===== src/rtl/uart_rx.sv =====
// UART receiver: 2-flop synchronized rx, 16x oversampled, one mid-bit sample per bit.
// Delivers each word on dout with a one-clk rx_done_tick and a coincident frame_err on a low stop bit.
module uart_rx #(
    parameter int DATA_SIZE      = 8,
    parameter int SAMPLE         = 16,
    parameter int TICK_CNT_SIZE  = $clog2(SAMPLE),
    parameter int BIT_COUNT_SIZE = $clog2(DATA_SIZE + 1)
) (
    input  logic                 clk,
    input  logic                 reset,
    input  logic                 s_tick,
    input  logic                 rx,
    output logic [DATA_SIZE-1:0] dout,
    output logic                 rx_done_tick,
    output logic                 frame_err
);

    typedef enum logic [1:0] {
        IDLE,
        START,
        DATA,
        STOP
    } state_t;

    localparam logic [TICK_CNT_SIZE-1:0]  HALF_TICK = TICK_CNT_SIZE'(SAMPLE / 2 - 1);
    localparam logic [TICK_CNT_SIZE-1:0]  LAST_TICK = TICK_CNT_SIZE'(SAMPLE - 1);
    localparam logic [BIT_COUNT_SIZE-1:0] LAST_BIT  = BIT_COUNT_SIZE'(DATA_SIZE - 1);

    state_t                    state, state_next;
    logic [TICK_CNT_SIZE-1:0]  tick_cnt, tick_next;
    logic [BIT_COUNT_SIZE-1:0] bit_cnt, bit_next;
    logic [DATA_SIZE-1:0]      shift_reg, shift_next;
    logic [DATA_SIZE-1:0]      dout_next;
    logic                      done_next;
    logic                      ferr_next;
    logic                      rx_meta, rx_s, rx_d;

    // Sync flops reset high so an idle line never looks like a falling edge after reset
    always_ff @(posedge clk or posedge reset) begin
        if (reset) begin
            rx_meta <= 1'b1;
            rx_s    <= 1'b1;
            rx_d    <= 1'b1;
        end else begin
            rx_meta <= rx;
            rx_s    <= rx_meta;
            rx_d    <= rx_s;
        end
    end

    always_ff @(posedge clk or posedge reset) begin
        if (reset) begin
            state        <= IDLE;
            tick_cnt     <= '0;
            bit_cnt      <= '0;
            shift_reg    <= '0;
            dout         <= '0;
            rx_done_tick <= 1'b0;
            frame_err    <= 1'b0;
        end else begin
            state        <= state_next;
            tick_cnt     <= tick_next;
            bit_cnt      <= bit_next;
            shift_reg    <= shift_next;
            dout         <= dout_next;
            rx_done_tick <= done_next;
            frame_err    <= ferr_next;
        end
    end

    always_comb begin
        state_next = state;
        tick_next  = tick_cnt;
        bit_next   = bit_cnt;
        shift_next = shift_reg;
        dout_next  = dout;
        done_next  = 1'b0;
        ferr_next  = 1'b0;

        case (state)
            IDLE: begin
                // Edge-triggered, so a line stuck low cannot start a new frame
                if (rx_d && !rx_s) begin
                    tick_next  = '0;
                    state_next = START;
                end
            end
            START: begin
                if (s_tick) begin
                    if (tick_cnt == HALF_TICK) begin
                        if (!rx_s) begin
                            tick_next  = '0;
                            bit_next   = '0;
                            state_next = DATA;
                        end else begin
                            state_next = IDLE;
                        end
                    end else begin
                        tick_next = tick_cnt + TICK_CNT_SIZE'(1);
                    end
                end
            end
            DATA: begin
                if (s_tick) begin
                    if (tick_cnt == LAST_TICK) begin
                        shift_next = {rx_s, shift_reg[DATA_SIZE-1:1]};
                        tick_next  = '0;
                        bit_next   = bit_cnt + BIT_COUNT_SIZE'(1);
                        if (bit_cnt == LAST_BIT) begin
                            state_next = STOP;
                        end
                    end else begin
                        tick_next = tick_cnt + TICK_CNT_SIZE'(1);
                    end
                end
            end
            STOP: begin
                // Leaving at mid stop bit leaves half a bit to catch a back-to-back start edge
                if (s_tick) begin
                    if (tick_cnt == LAST_TICK) begin
                        dout_next  = shift_reg;
                        done_next  = 1'b1;
                        ferr_next  = !rx_s;
                        state_next = IDLE;
                    end else begin
                        tick_next = tick_cnt + TICK_CNT_SIZE'(1);
                    end
                end
            end
            default: begin
                state_next = IDLE;
            end
        endcase
    end

endmodule


===== config.mk =====
export PLATFORM = sky130hd
export DESIGN_NAME = uart_rx
export DESIGN_NICKNAME = d
export VERILOG_FILES = /design/src/rtl/uart_rx.sv
export SDC_FILE = /design/constraint.sdc
export NUM_CORES = 1
export LEC_CHECK = 0
export ABC_AREA = 1
export CORE_MARGIN = 5
export CORE_UTILIZATION = 36
export DETAILED_ROUTE_END_ITERATION = 8
export GPL_TIMING_DRIVEN = 0
export PLACE_DENSITY = 0.62
export SYNTH_ARGS = -nofsm -noshare
export SYNTH_HDL_FRONTEND = slang
export SYNTH_SLANG_ARGS = --single-unit

===== constraint.sdc =====
create_clock -name clk -period 2.55 [get_ports clk]
set_clock_uncertainty 0.05 [all_clocks]
set_input_delay 0.51 -clock clk [delete_from_list [all_inputs] [get_ports clk]]
set_output_delay 0.51 -clock clk [all_outputs]
set_load 0.05 [all_outputs]

==> results.py, run 1 <==
metrics = {
    "cts": {
        "clk_path_buf_depth": 2,
        "ctsResizeCount": 0,
        "clock_root_buffer_master": "sky130_fd_sc_hd__clkbuf_8",
        "cts_setup_buffers": 0,
        "tritoncts_num_sinks": 31,
        "clkTransAtPathRegs_ns": 0.07,
        "cts_tree": "yes",
        "cts_inserted_buffers": 5,
        "clk_latency_ns": 0.28,
        "cts_max_level": 2,
        "cts_hold_buf": 0,
    },
    "sta": {
        "achievable_frequency_ghz": 0.4978,
        "timing.max_slew.rel_slack_pct": 23.27,
        "slew_violations": 0,
        "tightest_slew_ns": 1.150,
        "final_min_period_over_clock_period_pct": 78.78,
        "setup-tns-final_ns": 0,
        "setup_viol": 0,
        "rsz0062_at_grt": "no",
        "final-hold-violation-count": 0,
        "min_period_ns": 2.009,
    },
    "drt": {
        "drt-wirelength-per-cell_um": 11.12,
        "vias_per_cell": 4.566,
        "drt_pass1_iterations": 4,
        "final_antenna_net_count": 0,
        "totalWireLength_um": 2613,
        "remaining_drc_errors": 0,
        "total_via_count_in_the_routed_design": 1073,
        "drt_iter0_drc": 46,
    },
    "critical_path": {
        "worst-path-max-fanout": 2,
        "crit_path_kind": "reg2out",
        "cp_slowest_cell": "sky130_fd_sc_hd__clkdlybuf4s50_1",
        "critPathArrivalTime_ns": 1.45,
        "cp_slowest_stage_delay_ns": 0.80,
        "cp-end-kind": "primary output",
        "setup.worst_path.start_class": "flip-flop",
        "critical_path.cell_chain": "clkdlybuf4s50_1",
        "critPathBufInv": 1,
        "critical-path-top-delay-family": "buffers and inverters",
        "required_ns": 1.99,
    },
    "place": {
        "gpl_wtd_cong": 0.8006,
        "port-buffer-count": 13,
        "hpwl_after_dpl_um": 1794,
    },
    "yosys": {
        "post_synth_instance_area_mm2": 0.001460,
        "synth_largest_type_area_fraction_pct": 47.99,
        "ys_async_sr_fraction_pct": 100.0,
        "post_synth_num_cell_types": 20,
        "ys_seq_elements": 31,
        "syn_nets": 170,
        "synth_largest_area_cell": "sky130_fd_sc_hd__dfrtp_1",
        "ys_seq_area_share_pct": 53.38,
        "synth.top_cells.by_area": "sky130_fd_sc_hd__dfrtp_1, sky130_fd_sc_hd__nand2_1, sky130_fd_sc_hd__o21ai_2",
        "synth_ff_type": "sky130_fd_sc_hd__dfrtp_1",
        "netlist_top_cells_count": "sky130_fd_sc_hd__nand2_1, sky130_fd_sc_hd__dfrtp_1, sky130_fd_sc_hd__inv_1",
        "synth.yosys.warnings": 0,
        "number_of_enable_flip_flop_cells_after_synthesis": 0,
        "post_synth.cell_area_avg_um2": 8.903,
        "yosys.cell_count.top_type": "sky130_fd_sc_hd__nand2_1",
        "number_of_cells_produced_by_synthesis": 164,
    },
    "layout": {
        "drive_gt1_share_pct": 18.38,
        "antenna_cells_inserted": 0,
        "syn_to_final_growth_pct": 20.31,
        "multi_input_area_um2": 564.3,
        "num-nets-final": 190,
        "final.fill_count": 381,
        "sequential_cell_area_um2": 779.5,
    },
    "die": {
        "die_y_um": 73.69,
        "std_cell_rows": 23,
        "floorplan.initialDensity_pct": 36.77,
        "dieArea_mm2": 0.005429,
        "dieWidth_um": 73.69,
        "floorplan.core_area_mm2": 0.003971,
        "top_ports": 14,
    },
    "global_route": {
        "global_route_wire_length_before_repair_um": 4643,
        "global_route.overflow_total": 0,
        "number_of_antenna_violations_at_the_first_check_in_global_routing": 0,
        "pin_count_of_the_biggest_net_entering_global_routing": 32,
        "global_route.usage.total_pct": 11.23,
        "via_count_of_the_first_global_routing_pass": 1047,
    },
    "power_and_ir_drop": {
        "peakVddDrop_uv": 401.2,
        "powerDensity_mw_per_mm2": 847.0,
        "cellLeakagePower_nw": 0.8601,
        "total_power_mw": 1.488,
    },
    "min_path": {
        "hold_path.class": "reg2reg",
    },
    "run_status": {
        "run_status": "complete, no violations",
    },
    "run": {
        "maxCapViolations": 0,
    },
}
-- layout by cell type (no fill, tap or decap), types with 3 or more instances in the layout --
master and n:
sky130_fd_sc_hd__inv_1 20, sky130_fd_sc_hd__o21ai_0 10, sky130_fd_sc_hd__clkbuf_8 7, sky130_fd_sc_hd__nand4_1 5, sky130_fd_sc_hd__nand3_1 8, sky130_fd_sc_hd__buf_6 3, sky130_fd_sc_hd__clkdlybuf4s50_1 13, sky130_fd_sc_hd__nand2_2 3
sky130_fd_sc_hd__nor2_1 9, sky130_fd_sc_hd__o21ai_2 10, sky130_fd_sc_hd__nand2_1 52, sky130_fd_sc_hd__dfstp_2 3, sky130_fd_sc_hd__dfrtp_1 28
-- metal layers --
metal	GRT usage (%)	share of wire (%)
met5	0	0
met1	14.32	48
met4	4.225	1.5
met2	16.83	46
met3	4.788	3.8
-- layout make-up --
| class | instances | share of cell area [%] |
|---|---|---|
| Timing Repair Buffer | 13 | 7.407 |
| Clock buffer | 7 | 5.484 |
| Inverter | 22 | 4.701 |
| Buffer | 3 | 1.923 |
| Tap cell | 50 | 3.561 |
| Sequential cell | 31 | 44.37 |
| Clock inverter | 1 | 0.4274 |
| Multi-Input combinational cell | 108 | 32.12 |
-- path summary, 6_finish.rpt --
kind	from	to	slack [ns]	depth (start not counted)
max in group asynchronous	reset	frame_err	0.98	2
worst min register to register	rx_meta	rx_s	0.31	0
min in group asynchronous	reset	rx_done_tick	0.78	2
worst max register to register	tick_cnt[0]	tick_cnt[2]	0.93	7
worst max-delay path	dout[0]	dout[0]	0.54	1
worst min-delay path	rx_meta	rx_s	0.31	0
-- cells by family (layout without fill, tap and decap cells) --
family / Yosys count / count (layout) / share of synthesized area [%]
xor gates and xnor gates: 2 / 2 / 1.200
buffers and inverters: 25 / 46 / 7.969
AOI/OAI and AO/OA: 22 / 22 / 10.11
DFF: 31 / 31 / 53.38
and+or+nand+nor: 82 / 82 / 25.62
adders and majority gates: 2 / 2 / 1.714
-- through the flow --
| step | instances | setup WS (ns) | util, % | hold slack [ns] | instance area, µm² |
|---|---|---|---|---|---|
| 3_3_place_gp | 227 | 0.4567 | 41.62 | 0.2963 | 1653 |
| 3_5_place_dp | 227 | 0.4699 | 41.62 | 0.2979 | 1653 |
| 6_report | 235 | 0.5412 | 44.23 | 0.3069 | 1757 |
| 4_1_cts | 235 | 0.5275 | 44.23 | 0.3076 | 1757 |
| 5_1_grt | 235 | 0.4930 | 44.23 | 0.3153 | 1757 |
| 2_1_floorplan | 164 | 1.105 | - | 0.2952 | 1460 |
-- power breakdown --
part / switching, mW / internal, mW
sequential: 0.0711 / 0.563
combinational: 0.276 / 0.145
clock: 0.188 / 0.245
Note: power is estimated with default switching activity, not from simulation.
==> run 2: changes to the inputs <==
clock period = 1.9 ns   (was 2.55 ns; I/O delays follow)
==> results.py, run 2 (same netlist as run 1, synthesis figures left out) <==
metrics = {
    "run_status": {
        "run_status": "complete, no violations",
    },
    "critical_path": {
        "cp_slowest_stage_delay_ns": 0.80,
        "reg2reg_from": "tick_cnt[0]",
        "critical_path.cell_chain": "clkdlybuf4s50_1",
        "rrSetupSlack_ns": 0.28,
        "rr_endpoint": "tick_cnt[2]",
        "crit_path_kind": "reg2out",
        "cp_slowest_cell": "sky130_fd_sc_hd__clkdlybuf4s50_1",
        "worst_r2r_path_depth": 7,
        "worst-path-max-fanout": 2,
        "setup.worst_path.end": "dout[1]",
        "setup.worst_path.start_class": "flip-flop",
        "critPathArrivalTime_ns": 1.42,
        "required_ns": 1.47,
        "cp-end-kind": "primary output",
        "critical-path-top-delay-family": "buffers and inverters",
        "critPathBufInv": 1,
        "timing.critical_path.depth": 1,
        "timing.critical_path.from": "dout[1]",
    },
    "power_and_ir_drop": {
        "peakVddDrop_uv": 544.0,
        "cellLeakagePower_nw": 0.9914,
        "clkPwrFrac_pct": 29.2,
        "seqPwrFrac_pct": 42.6,
        "combinationalPowerShare_pct": 28.3,
        "internal-power_mw": 1.279,
        "switchingPower_uw": 721.0,
        "switching_share_pct": 36.05,
        "total_power_mw": 2.000,
        "powerDensity_mw_per_mm2": 1127,
    },
    "sta": {
        "fin_worst_hold_slack_ns": 0.3074,
        "slew_violations": 0,
        "min_period_ns": 1.855,
        "tightest_slew_ns": 1.147,
        "rsz0062_at_grt": "no",
        "achievable_frequency_ghz": 0.5391,
        "final_min_period_over_clock_period_pct": 97.62,
        "setup_viol": 0,
        "finalWorstSetupSlack_ns": 0.04517,
        "timing.max_slew.rel_slack_pct": 23.46,
        "final-hold-violation-count": 0,
    },
    "drt": {
        "drt_iter0_drc": 51,
        "drt_pass1_iterations": 4,
        "remaining_drc_errors": 0,
        "final_antenna_net_count": 0,
        "vias_per_cell": 4.583,
        "total_via_count_in_the_routed_design": 1077,
        "drt-wirelength-per-cell_um": 11.45,
        "totalWireLength_um": 2691,
    },
    "cts": {
        "clkTransAtPathRegs_ns": 0.07,
        "ctsResizeCount": 0,
        "clk_latency_ns": 0.28,
        "clk_path_buf_depth": 2,
        "cts_max_level": 2,
        "clock_root_buffer_master": "sky130_fd_sc_hd__clkbuf_8",
        "cts_setup_buffers": 0,
        "cts_inserted_buffers": 5,
        "tritoncts_num_sinks": 31,
        "cts_tree": "yes",
        "cts_hold_buf": 0,
    },
    "place": {
        "hpwl_after_dpl_um": 1794,
        "port-buffer-count": 13,
        "dp_worst_setup_slack_ns": -0.05010,
        "gpl_wtd_cong": 0.8006,
    },
    "global_route": {
        "global_route.usage.total_pct": 11.23,
        "global_route_wire_length_before_repair_um": 4643,
        "number_of_antenna_violations_at_the_first_check_in_global_routing": 0,
        "pin_count_of_the_biggest_net_entering_global_routing": 32,
        "global_route.overflow_total": 0,
        "via_count_of_the_first_global_routing_pass": 1047,
    },
    "layout": {
        "antenna_cells_inserted": 0,
        "syn_to_final_growth_pct": 21.51,
        "drive_gt1_share_pct": 18.38,
        "finish.utilization_pct": 44.68,
        "num-nets-final": 190,
        "mostFrequentLayoutCell": "sky130_fd_sc_hd__nand2_1",
        "final_cell_mix": "sky130_fd_sc_hd__nand2_1, sky130_fd_sc_hd__dfrtp_1, sky130_fd_sc_hd__inv_1, sky130_fd_sc_hd__o21ai_2, sky130_fd_sc_hd__o21ai_0",
    },
    "die": {
        "die_y_um": 73.69,
        "floorplan.initialDensity_pct": 36.77,
        "dieArea_mm2": 0.005429,
        "floorplan.core_area_mm2": 0.003971,
        "top_ports": 14,
        "dieWidth_um": 73.69,
        "std_cell_rows": 23,
    },
    "run": {
        "maxCapViolations": 0,
    },
    "min_path": {
        "hold_path.class": "reg2reg",
    },
}
## run 2: cell types whose count changed in the layout (fill, tap and decap cells not counted)
| cell | change |
|---|---|
| sky130_fd_sc_hd__dlymetal6s2s_1 | +7 |
| sky130_fd_sc_hd__clkdlybuf4s50_1 | -7 |
## run 2: layout make-up
type | count | area [µm²]
Inverter | 22 | 82.58
Timing Repair Buffer | 13 | 147.6
Sequential cell | 31 | 779.5
Tap cell | 50 | 62.56
Buffer | 3 | 33.78
Clock inverter | 1 | 7.507
Multi-Input combinational cell | 108 | 564.3
Fill cell | 383 | 2197
Clock buffer | 7 | 96.34
## run 2: how the worst min path moves through the flow
stage,start,endpoint,depth (start not counted)
after global placement,rx_meta,rx_s,0
after detailed placement,rx_meta,rx_s,0
after global routing,rx_meta,rx_s,0
after floorplan,rx_meta,rx_s,0
after CTS,rx_meta,rx_s,0
final,rx_meta,rx_s,0
## run 2: metrics by stage
step           setup TNS, ns  cell area [µm²]  cells
2_1_floorplan              0             1460    164
3_3_place_gp         -0.2047             1653    227
3_5_place_dp         -0.1580             1653    227
4_1_cts                    0             1757    235
5_1_grt                    0             1774    235
6_report                   0             1774    235
## run 2: power by group through the flow
stage	Clock, mW	Combinational (mW)	Sequential, mW
2_1_floorplan	0	0.469	0.839
3_3_place_gp	0	0.554	0.862
3_5_place_dp	0	0.567	0.861
4_1_cts	0.595	0.567	0.851
5_1_grt	0.626	0.649	0.864
6_report	0.584	0.565	0.851
## run 2: per-layer routing
metal	GRT usage, %	up-vias	routed length (µm)
li1	-	557	-
met1	14.32	499	1264
met2	16.83	16	1286
met3	4.788	5	102
met4	4.225	0	38
met5	0	-	0
